<file path="src/rtl/shared_pkg.sv">
// Shared types and constants for the APB register-file front-ends.
package shared_pkg;

  // Two-state encoding used by the basic zero-wait APB slave.
  typedef enum logic {
    ST_IDLE,
    ST_ACCESS
  } state_e;

  // Three-state encoding used by the wait-state APB slave.
  typedef enum logic [1:0] {
    WS_IDLE,
    WS_WAIT,
    WS_RESP
  } apb_ws_state_e;

  // Largest wait-state count the 8-bit wait counter can hold.
  localparam int APB_MAX_WAIT = 255;

endpackage : shared_pkg

</file>
<file path="src/rtl/apb_slave_decode.sv">
// Combinational access check for the APB slave: flags addresses outside the
// register window, word-misaligned addresses and reads carrying strobes.
module apb_slave_decode
  import shared_pkg::*;
#(
  parameter int                    ADDR_WIDTH = 32,
  parameter logic [ADDR_WIDTH-1:0] BASE_ADDR  = '0,
  parameter int                    NUM_REGS   = 16,
  parameter int                    NBYTES     = 4
) (
  input  logic [ADDR_WIDTH-1:0] PADDR,
  input  logic                  PWRITE,
  input  logic [NBYTES-1:0]     PSTRB,
  output logic                  err
);

  // One extra bit on the window bounds so BASE_ADDR + size cannot wrap.
  localparam int                  AW1        = ADDR_WIDTH + 1;
  localparam logic [ADDR_WIDTH:0] WIN_LO     = {1'b0, BASE_ADDR};
  localparam logic [ADDR_WIDTH:0] WIN_HI     = WIN_LO + AW1'(NUM_REGS * NBYTES);
  localparam int                  ALIGN_BITS = (NBYTES > 1) ? $clog2(NBYTES) : 1;

  logic [ADDR_WIDTH:0] addr_ext;
  logic                below;
  logic                above;
  logic                misaligned;
  logic                bad_strb;

  // Window, alignment and strobe checks combined into a single error flag.
  always_comb begin
    addr_ext   = {1'b0, PADDR};
    below      = addr_ext < WIN_LO;
    above      = addr_ext >= WIN_HI;
    misaligned = 1'b0;
    if (NBYTES > 1) begin
      misaligned = |PADDR[ALIGN_BITS-1:0];
    end
    bad_strb   = ~PWRITE & (|PSTRB);
    err        = below | above | misaligned | bad_strb;
  end

endmodule : apb_slave_decode

</file>
<file path="src/rtl/apb_slave_ws.sv">
// APB4 slave front-end with programmable wait states, read-data return,
// address/alignment error response and abort on protocol violation.
module apb_slave_ws
  import shared_pkg::*;
#(
  parameter int                    DATA_WIDTH  = 32,
  parameter int                    ADDR_WIDTH  = 32,
  parameter int                    NBYTES      = DATA_WIDTH / 8,
  parameter logic [ADDR_WIDTH-1:0] BASE_ADDR   = '0,
  parameter int                    NUM_REGS    = 16,
  parameter int                    WAIT_CYCLES = 0
) (
  input  logic                  PCLK,
  input  logic                  PRESET,
  input  logic                  PSELx,
  input  logic [ADDR_WIDTH-1:0] PADDR,
  input  logic                  PWRITE,
  input  logic [NBYTES-1:0]     PSTRB,
  input  logic [DATA_WIDTH-1:0] PWDATA,
  input  logic                  PENABLE,
  output logic                  PREADY,
  output logic [DATA_WIDTH-1:0] PRDATA,
  output logic                  PSLVERR,
  output logic [ADDR_WIDTH-1:0] addr,
  output logic                  write_en,
  output logic                  read_en,
  output logic [NBYTES-1:0]     byte_strobe,
  output logic [DATA_WIDTH-1:0] wdata,
  input  logic [DATA_WIDTH-1:0] rdata
);

  localparam int        WAIT_CLAMP = (WAIT_CYCLES > APB_MAX_WAIT) ? APB_MAX_WAIT : WAIT_CYCLES;
  localparam logic [7:0] WAIT_LD   = 8'(WAIT_CLAMP);

  apb_ws_state_e         state_q, state_d;
  logic [7:0]            cnt_q;
  logic                  write_q;
  logic                  err_q;
  logic [ADDR_WIDTH-1:0] addr_q;
  logic [NBYTES-1:0]     strb_q;
  logic [DATA_WIDTH-1:0] wdata_q;

  logic                  setup;
  logic                  access;
  logic                  dec_err;

  assign setup  = PSELx & ~PENABLE;
  assign access = PSELx & PENABLE;

  apb_slave_decode #(
    .ADDR_WIDTH (ADDR_WIDTH),
    .BASE_ADDR  (BASE_ADDR),
    .NUM_REGS   (NUM_REGS),
    .NBYTES     (NBYTES)
  ) u_decode (
    .PADDR  (PADDR),
    .PWRITE (PWRITE),
    .PSTRB  (PSTRB),
    .err    (dec_err)
  );

  // State register.
  always_ff @(posedge PCLK) begin
    if (PRESET) begin
      state_q <= WS_IDLE;
    end else begin
      state_q <= state_d;
    end
  end

  // Next-state: accept setup in IDLE, count wait states, one-cycle response.
  always_comb begin
    state_d = state_q;
    unique case (state_q)
      WS_IDLE: begin
        if (setup) begin
          state_d = (WAIT_CLAMP > 0) ? WS_WAIT : WS_RESP;
        end
      end
      WS_WAIT: begin
        if (!access) begin
          state_d = WS_IDLE;
        end else if (cnt_q == 8'd1) begin
          state_d = WS_RESP;
        end
      end
      WS_RESP: state_d = WS_IDLE;
      default: state_d = WS_IDLE;
    endcase
  end

  // Transfer capture on setup and wait-state counter.
  always_ff @(posedge PCLK) begin
    if (PRESET) begin
      cnt_q   <= '0;
      write_q <= 1'b0;
      err_q   <= 1'b0;
      addr_q  <= '0;
      strb_q  <= '0;
      wdata_q <= '0;
    end else if (state_q == WS_IDLE) begin
      if (setup) begin
        cnt_q   <= WAIT_LD;
        write_q <= PWRITE;
        err_q   <= dec_err;
        addr_q  <= PADDR - BASE_ADDR;
        strb_q  <= PSTRB;
        wdata_q <= PWDATA;
      end
    end else if (state_q == WS_WAIT) begin
      // An aborted transfer leaves the counter cleared rather than mid-count.
      cnt_q <= access ? (cnt_q - 8'd1) : '0;
    end
  end

  // Outputs decoded from registered state only.
  always_comb begin
    PREADY   = 1'b0;
    PSLVERR  = 1'b0;
    PRDATA   = '0;
    write_en = 1'b0;
    read_en  = 1'b0;
    if (state_q == WS_RESP) begin
      PREADY   = 1'b1;
      PSLVERR  = err_q;
      write_en = write_q & ~err_q;
      if (~write_q & ~err_q) begin
        PRDATA = rdata;
      end
    end
    if ((state_q == WS_WAIT) || (state_q == WS_RESP)) begin
      read_en = ~write_q & ~err_q;
    end
  end

  assign addr        = addr_q;
  assign byte_strobe = strb_q;
  assign wdata       = wdata_q;

endmodule : apb_slave_ws

</file>
<file path="config.mk">
export PLATFORM = sky130hd
export DESIGN_NAME = apb_slave_ws
export DESIGN_NICKNAME = d
export VERILOG_FILES = /design/src/rtl/shared_pkg.sv /design/src/rtl/apb_slave_decode.sv /design/src/rtl/apb_slave_ws.sv
export SDC_FILE = /design/constraint.sdc
export NUM_CORES = 1
export LEC_CHECK = 0
export CAP_MARGIN = 10
export CORE_MARGIN = 2
export CORE_UTILIZATION = 38
export CTS_CLUSTER_SIZE = 28
export DETAILED_ROUTE_END_ITERATION = 7
export PLACE_DENSITY = 0.83
export SYNTH_ARGS = -nofsm -noshare
export SYNTH_HDL_FRONTEND = slang
export SYNTH_HIERARCHICAL = 1
export SYNTH_SLANG_ARGS = --single-unit
export TNS_END_PERCENT = 20
</file>
<file path="constraint.sdc">
create_clock -name PCLK -period 1.5 [get_ports PCLK]
set_input_delay 0.225 -clock PCLK [delete_from_list [all_inputs] [get_ports PCLK]]
set_output_delay 0.225 -clock PCLK [all_outputs]
set_load 0.01 [all_outputs]
</file>
# == Yosys cells after proc, flatten, opt, wreduce, memory -nomap -nowiden ==
# Index checks and enable logic that the tools add are counted.
# totals
reg_bits,80
inputBits,105
output_inout_bits,104
elab_cells,47
# classes
addsub,1
order_cmp,1
n_eq_ne,5
n_mux,14
bitwise_logic,11
reduce_logical,8
# op_table
operator,n
32-bit 2-to-1 mux,2
"32-bit by 7-bit >= comparator with 1-bit output, second input constant",1
8-bit 2-to-1 mux,4
"8-bit by 1-bit == test with 1-bit output, second input constant",1
"8-bit by 1-bit subtractor with 8-bit output, second input constant",1
2-bit 2-to-1 mux,3
2-bit AND reduction,3
1-bit bitwise AND,5
1-bit 2-to-1 mux,4
1-bit inverter,4
2-bit case mux with 2 select lines,1
4-bit OR reduction,1
"3-bit inequality test, second input constant",1
"2-bit by 1-bit == test with 1-bit output, second input constant",1
"2-bit == test, second input constant",1
2-bit logical NOT,1
"2-bit inequality test, second input constant",1
1-bit OR,2
2-bit nonzero test,1
2-bit OR reduction,1
1-bit logical OR,1

# == Depth between registers and ports, before layout ==
# Gate-level depths: netlist (run 1).
# depth
word_depth,4
mapped_depth,5
ltp_nobuf,5

# == Modules after synthesis ==
# The synthesis (run 1) kept the hierarchy.
# modules_own_cells
module,n_inst,cells_each,area_per_inst_um2,seq_area_each_um2
apb_slave_ws,1,345,3479.6,1421.4
apb_slave_decode,1,12,77.6,0.0

# == Worst setup path before layout (run 1) ==
# OpenSTA, ideal clock, no wires.
# synth_timing
path_type,reg-to-output
start,register state_q[1]
end,output port PRDATA[19]
t_arrival_ps,1063
t_required_ps,1275
slack_ps,212
stages_incl_launch_ff,4
n_path_buf,1
cell_sequence,dfxtp_1 -> nor3b_4 -> buf_2 -> and2_1
# synth_between
elab_chain_cells,2
# synth_lines
element,line,rtl
start: declaration,apb_slave_ws.sv:35,"apb_ws_state_e state_q, state_d;"
start signal: assignment,apb_slave_ws.sv:67,state_q <= state_d;
2-bit == test,apb_slave_ws.sv:123,if (state_q == WS_RESP) begin
32-bit 2-to-1 mux,apb_slave_ws.sv:123,
end: declaration,apb_slave_ws.sv:22,"output logic [DATA_WIDTH-1:0] PRDATA,"
# Every way passes these cells.

# == Worst setup path in the final report (run 1) ==
# layout_timing
start,register write_q
end,output port PRDATA[7]
# layout_between
elab_chain_cells,4
# layout_lines
element,line,rtl
start: declaration,apb_slave_ws.sv:37,logic write_q;
start signal: assignment,apb_slave_ws.sv:96,write_q <= 1'b0;
start signal: assignment,apb_slave_ws.sv:104,write_q <= PWRITE;
1-bit inverter,apb_slave_ws.sv:127,if (~write_q & ~err_q) begin
1-bit bitwise AND,apb_slave_ws.sv:127,
32-bit 2-to-1 mux,apb_slave_ws.sv:127,
32-bit 2-to-1 mux,apb_slave_ws.sv:123,
# Every way passes these cells.

==> metrics, run 1 <==
HPWL Detailed=7466 um; First-pass DRT Iterations=4; sequential fraction of the synthesis area=39.96%; clock buffer depth=2; Primary FF master, synth=dfxtp_1; die footprint=10150 um2; pin count of the biggest net entering global routing=142; DRT Wirelength=10060 um; # clock sinks=71; Setup WS post-layout=-160.1 ps; required time of the critical path=1270 ps; top cells by count, synth=nand2b_1, dfxtp_1, mux2i_1, and2_1, clkbuf_1; CP Capture Type=primary output; area leader, netlist=dfxtp_1; clk_lat worst skew=330 ps; area of the multi-input gates=1971 um2; layout cells sized above 1=17.69%; Startpoint Class=flip-flop; row cnt=35; max_cap viols=0; worst slack, placed=-314.2 ps; antenna viol nets, final=0; routed len/inst=14.39 um; Final Cycle Share=110.7%; ANT cells=0; Syn Inst Count=357; initial DRC count=58; status=finished, violations left; routability cong.=0.7399; area grow syn2layout=72.07%; Clock transition at path regs=70 ps; failing checks=negative setup slack; post-synth top area share=39.96%; final hold vios=0; minimum setup slack among reg-to-reg paths=140 ps; initial core utilization=38.87%; Mean Syn Cell Area=9.964 um2; Num CTS Buffers=9; cell with the most instances after synthesis=nand2b_1; Buffers on Ports=208; Slew HR=73.73%; io pins=209; Final setup viols=32; CTS Hold Bufs=0; Peak VDD IR=465.3 uV; H-tree levels=3; PwrDens=749.6 nW/um2; Die Ht=100.8 um; first-pass GRT wire length=15130 um; Post-synth EDFFs=0; initial antenna violation count=0; Mapped Area=3557 um2; Vias/cell=4.605; hold slack=454.2 ps; Yosys warning count=6; crit path kind=reg -> out; Worst Setup SP=write_q; Period minus WS final=1660 ps; crit path to=PRDATA[7]; root buf cell=clkbuf_8; Residual DRC=0; CP max FO=17; Netlist cell types=21; GRT overflow=0; Hold WC Path Type=in -> reg; RSZ-0062 raised after global routing=yes; Die X=100.8 um; Fmax=602.4 MHz; final net count=688; Slew Viols, Final=0; Reg area=1424 um2; Yosys reg bits=71; CTS tree=done; Synth area leaders=dfxtp_1, nand2b_1, mux2i_1, and2_1, buf_12; FF-to-FF End=wdata[27]; clk_skew=11.04 ps; standby leakage power=2.643 nW; R2R cell count=5; syn_nets=462; async set or reset register ratio after synthesis=0%; reg2reg start=state_q[1]; CP arrival=1440 ps; vias post-DR=3219; number of global-route vias before repair=3197; core area=9153 um2; GR Util All Layers=18.59%; filler cell count=750; worst slew pin tran=394.1 ps
placed cells by master, fill, tap and decap left out, types with 2 or more instances in the layout:
cell	netlist	routed
clkbuf_8	0	9
dfxtp_2	0	2
nor4_2	1	3
dlymetal6s2s_1	0	15
nor3b_4	1	2
nand2b_1	140	140
buf_6	1	16
clkdlybuf4s50_1	0	156
and2_1	32	21
and2_4	0	11
clkdlybuf4s15_1	0	2
buf_12	7	5
buf_2	1	20
clkinv_2	0	2
clkinvlp_4	0	2
buf_4	1	24
mux2i_1	70	70
dfxtp_1	71	69
nor4_1	7	4
nor2_1	2	2
worst max-delay path, cell delays in order (launching register included):
cell	delay, ps
dfxtp_2	340
nor3b_4	230
buf_6	180
buf_4	110
and2_1	120
buf_2	130
metrics by stage:
| step | instance area (um2) | std cells | total power (W) | TNS (ps) | utilization [%] |
|---|---|---|---|---|---|
| after floorplan | 3557 | 357 | 0.002486 | 0 | - |
| after global placement | 5846 | 679 | 0.003073 | -4655 | 63.87 |
| after detailed placement | 5846 | 679 | 0.003094 | -6513 | 63.87 |
| after CTS | 5997 | 699 | 0.004632 | -5787 | 65.52 |
| after global routing | 6121 | 699 | 0.004802 | -5424 | 66.88 |
| final | 6121 | 699 | 0.004588 | -2900 | 66.88 |
power by group:
group | internal [W] | total, W | switching [W] | leakage [nW]
logic | 0.000668 | 0.00102 | 0.000357 | 1.97
registers | 0.00198 | 0.00204 | 0.0000523 | 0.581
clock network | 0.000771 | 0.00153 | 0.000758 | 0.0956
total | 0.00342 | 0.00459 | 0.00117 | 2.64
how the worst min path moves through the flow:
stage	cells after the start	from	end
5_1_grt	3	PWDATA[21]	wdata[21]
6_report	3	PRESET	state_q[1]
3_3_place_gp	2	wdata[20]	wdata[20]
2_1_floorplan	2	PADDR[16]	addr[16]
4_1_cts	3	PRESET	state_q[1]
3_5_place_dp	2	byte_strobe[1]	byte_strobe[1]
metal layers:
| layer | track usage, % | part of all wire (%) | vias up |
|---|---|---|---|
| li1 | - | - | 1603 |
| met1 | 20.05 | 36 | 1473 |
| met2 | 33.95 | 53 | 128 |
| met3 | 6.172 | 8.8 | 15 |
| met4 | 6.112 | 1.8 | 0 |
| met5 | 0 | 0 | - |
flip-flops by register name, indices dropped and copies added, names as in the netlist:
register	count
byte_strobe	4
addr	32
wdata	32
write_q	1
err_q	1
state_q	1
repair_timing:
item	4_1_cts	5_1_grt
setup buffers	3	0
pin swaps	4	14
setup endpoints to repair	36	50
gates cloned	1	1
resized for setup	95	91
cell families (layout without fill, tap and decap cells):
group                  count (synthesis)  after routing  synth area share [%]
and+or+nand+nor                      190            190                 33.98
DFF                                   71             71                 39.96
muxes                                 70             70                 19.70
buffers and inverters                 26            257                 6.366
final cells by class:
type | instances | area share [%]
clock buffers | 9 | 2.024
clock inverters | 7 | 1.186
multi-input cells | 260 | 32.20
flip-flops and latches | 71 | 23.26
well taps | 111 | 2.269
repair buffers | 241 | 39.06
Power figures use the tool's default switching activity.
==> run 2, diff against run 1 <==
ABC_AREA = 1   (was default)
==> run 2 against run 1 <==
The run still ends with negative setup slack left; wire length grew 12%; register-to-register slack gained 30 ps; design area shrank 3.8%; via count grew 26%; flip-flop and latch count is the same; critical endpoint is now PRDATA[26].
==> metrics, run 2 <==
status=finished, violations left; failing checks=negative setup slack; CP cell instances=nor2_4 > nand2_4 > clkbuf_16 > nor2_1 > buf_2; GRT overflow=0; Fmax=659.1 MHz; die footprint=10040 um2; required time of the critical path=1270 ps; Yosys reg bits=71; row cnt=35; Hold WC Path Type=in -> reg; worst slew pin tran=333.1 ps; Die X=100.2 um; placed cell area=5710 um2; switching share of power=27.11%; clk_lat worst skew=340 ps; initial antenna violation count=0; final net count=861; Primary FF master, synth=dfxtp_1; Clock transition at path regs=80 ps; clk_skew=17.98 ps; Yosys warning count=6; number of global-route vias before repair=3661; NetSw=0.001295 W; commonest non-fill, non-tap cell in the layout=clkdlybuf4s50_1; RSZ-0062 raised after global routing=yes; Slowest cell on crit path=dfxtp_2; CP peak stage delay=330 ps; initial DRC count=143; Buffers & Inverters on Critical Path=2; ANT cells=0; CP Capture Type=primary output; Slew Viols, Final=0; clock share of power=31.1%; CTS tree=done; routability cong.=0.7355; cell with the most instances after synthesis=nor2_1; syn_nets=668; Synth area leaders=dfxtp_1, nor2_1, inv_1, a21oi_1, nand3_1; max_cap viols=0; Final Total Pwr=0.004778 W; Buffers on Ports=208; pin count of the biggest net entering global routing=73; Die Ht=100.2 um; clock buffer depth=2; DRT Wirelength=11300 um; area grow syn2layout=67.47%; Post-synth EDFFs=0; first-pass GRT wire length=16660 um; top cells by count, synth=nor2_1, inv_1, nand2_1, dfxtp_1; post-synth top area share=40.43%; final hold vios=0; sequential fraction of the synthesis area=40.43%; Pint=0.003483 W; vias post-DR=4064; PwrDens=811.5 nW/um2; Final Core Density=64.64%; root buf cell=clkbuf_8; area leader, netlist=dfxtp_1; crit path kind=reg -> out; First-pass DRT Iterations=6; Mean Syn Cell Area=6.245 um2; layout cells sized above 1=10.92%; Final setup viols=3; placed cells=853; Peak VDD IR=482.6 uV; Netlist cell types=16; routed len/inst=12.97 um; Num CTS Buffers=9; Setup TNS=-21.02 ps; Syn Inst Count=563; Post-CTS Setup Inserts=0; initial core utilization=38.60%; Slew HR=77.80%; antenna viol nets, final=0; standby leakage power=3.211 nW; Mapped Area=3516 um2; CP arrival=1290 ps; Seq pwr share=43.6%; core area=9109 um2; Comb power frac=25.2%; CP top delay family=flip-flops; non-filler instance count after layout=871; Final Cycle Share=101.2%; most frequent cells in the layout=clkdlybuf4s50_1, nor2_1, inv_1; GR Util All Layers=20.39%; Vias/cell=4.666; # clock sinks=71; cell area after layout=5888 um2; async set or reset register ratio after synthesis=0%; CP max FO=8; HPWL Detailed=8149 um; Residual DRC=0; Period minus WS final=1517 ps; Startpoint Class=flip-flop; H-tree levels=3; Setup WS post-layout=-17.32 ps; io pins=209; CTS Hold Bufs=0
run 2: area by class of cell:
type,count,area [um2]
Fill cell,797,3221
Clock buffer,12,145.1
Inverter,105,394.1
Timing Repair Buffer,223,2196
Clock inverter,3,43.79
Tap cell,111,138.9
Multi-Input combinational cell,346,1546
Sequential cell,71,1424
run 2: layer usage:
metal  vias up  track usage, %  share of wire (%)
li1       2088               -                  -
met1      1812           22.11                 38
met2       145           36.96                 53
met3        19           5.850                7.9
met4         0           8.535                1.8
met5         -               0                  0
run 2: worst register-to-register path: stages, from the launching register on:
cell and delay (ps):
dfxtp_2 340, buf_4 150, nor2_4 160, buf_12 280, nand3_1 170, nand2_1 90, nor2_1 40
run 2: power by group through the flow:
stage          clock network (W)  logic (W)  registers [W]
6_report                 0.00149    0.00121        0.00208
3_3_place_gp                   0    0.00118        0.00212
3_5_place_dp                   0    0.00121        0.00212
2_1_floorplan                  0   0.000465        0.00218
5_1_grt                  0.00161    0.00131        0.00210
4_1_cts                  0.00153    0.00119        0.00208
run 2: what timing repair did:
action / CTS / global route
endpoints found under the hold margin: 0 / 0
pin swaps: 0 / 2
gates resized for setup: 135 / 41
gates cloned: 0 / 3
endpoints found under the setup margin: 36 / 53
run 2: worst paths after layout:
| path | startpoint | to | slack (ps) | cells past startpoint |
|---|---|---|---|---|
| min reg2reg | addr[2] | addr[2] | 480 | 2 |
| max reg2reg | state_q[1] | addr[8] | 170 | 6 |
| max | err_q | PRDATA[26] | -20 | 5 |
| min | PSELx | wdata[4] | 350 | 3 |
run 2: logic make-up (layout without fill, tap and decap cells):
family,Yosys count,after routing,synth area share (%)
and+or+nand+nor,275,275,32.28
buffers and inverters,146,343,17.08
AOI/OAI and AO/OA,71,71,10.21
DFF,71,71,40.43
run 2: per-stage QoR:
| step | hold slack [ps] | setup WS, ps |
|---|---|---|
| 2_1_floorplan | 296.6 | 326.3 |
| 3_3_place_gp | 461.2 | -172.1 |
| 3_5_place_dp | 467.6 | -154.7 |
| 4_1_cts | 319.4 | -18.53 |
| 5_1_grt | 348.2 | -102.9 |
| 6_report | 345.8 | -17.32 |
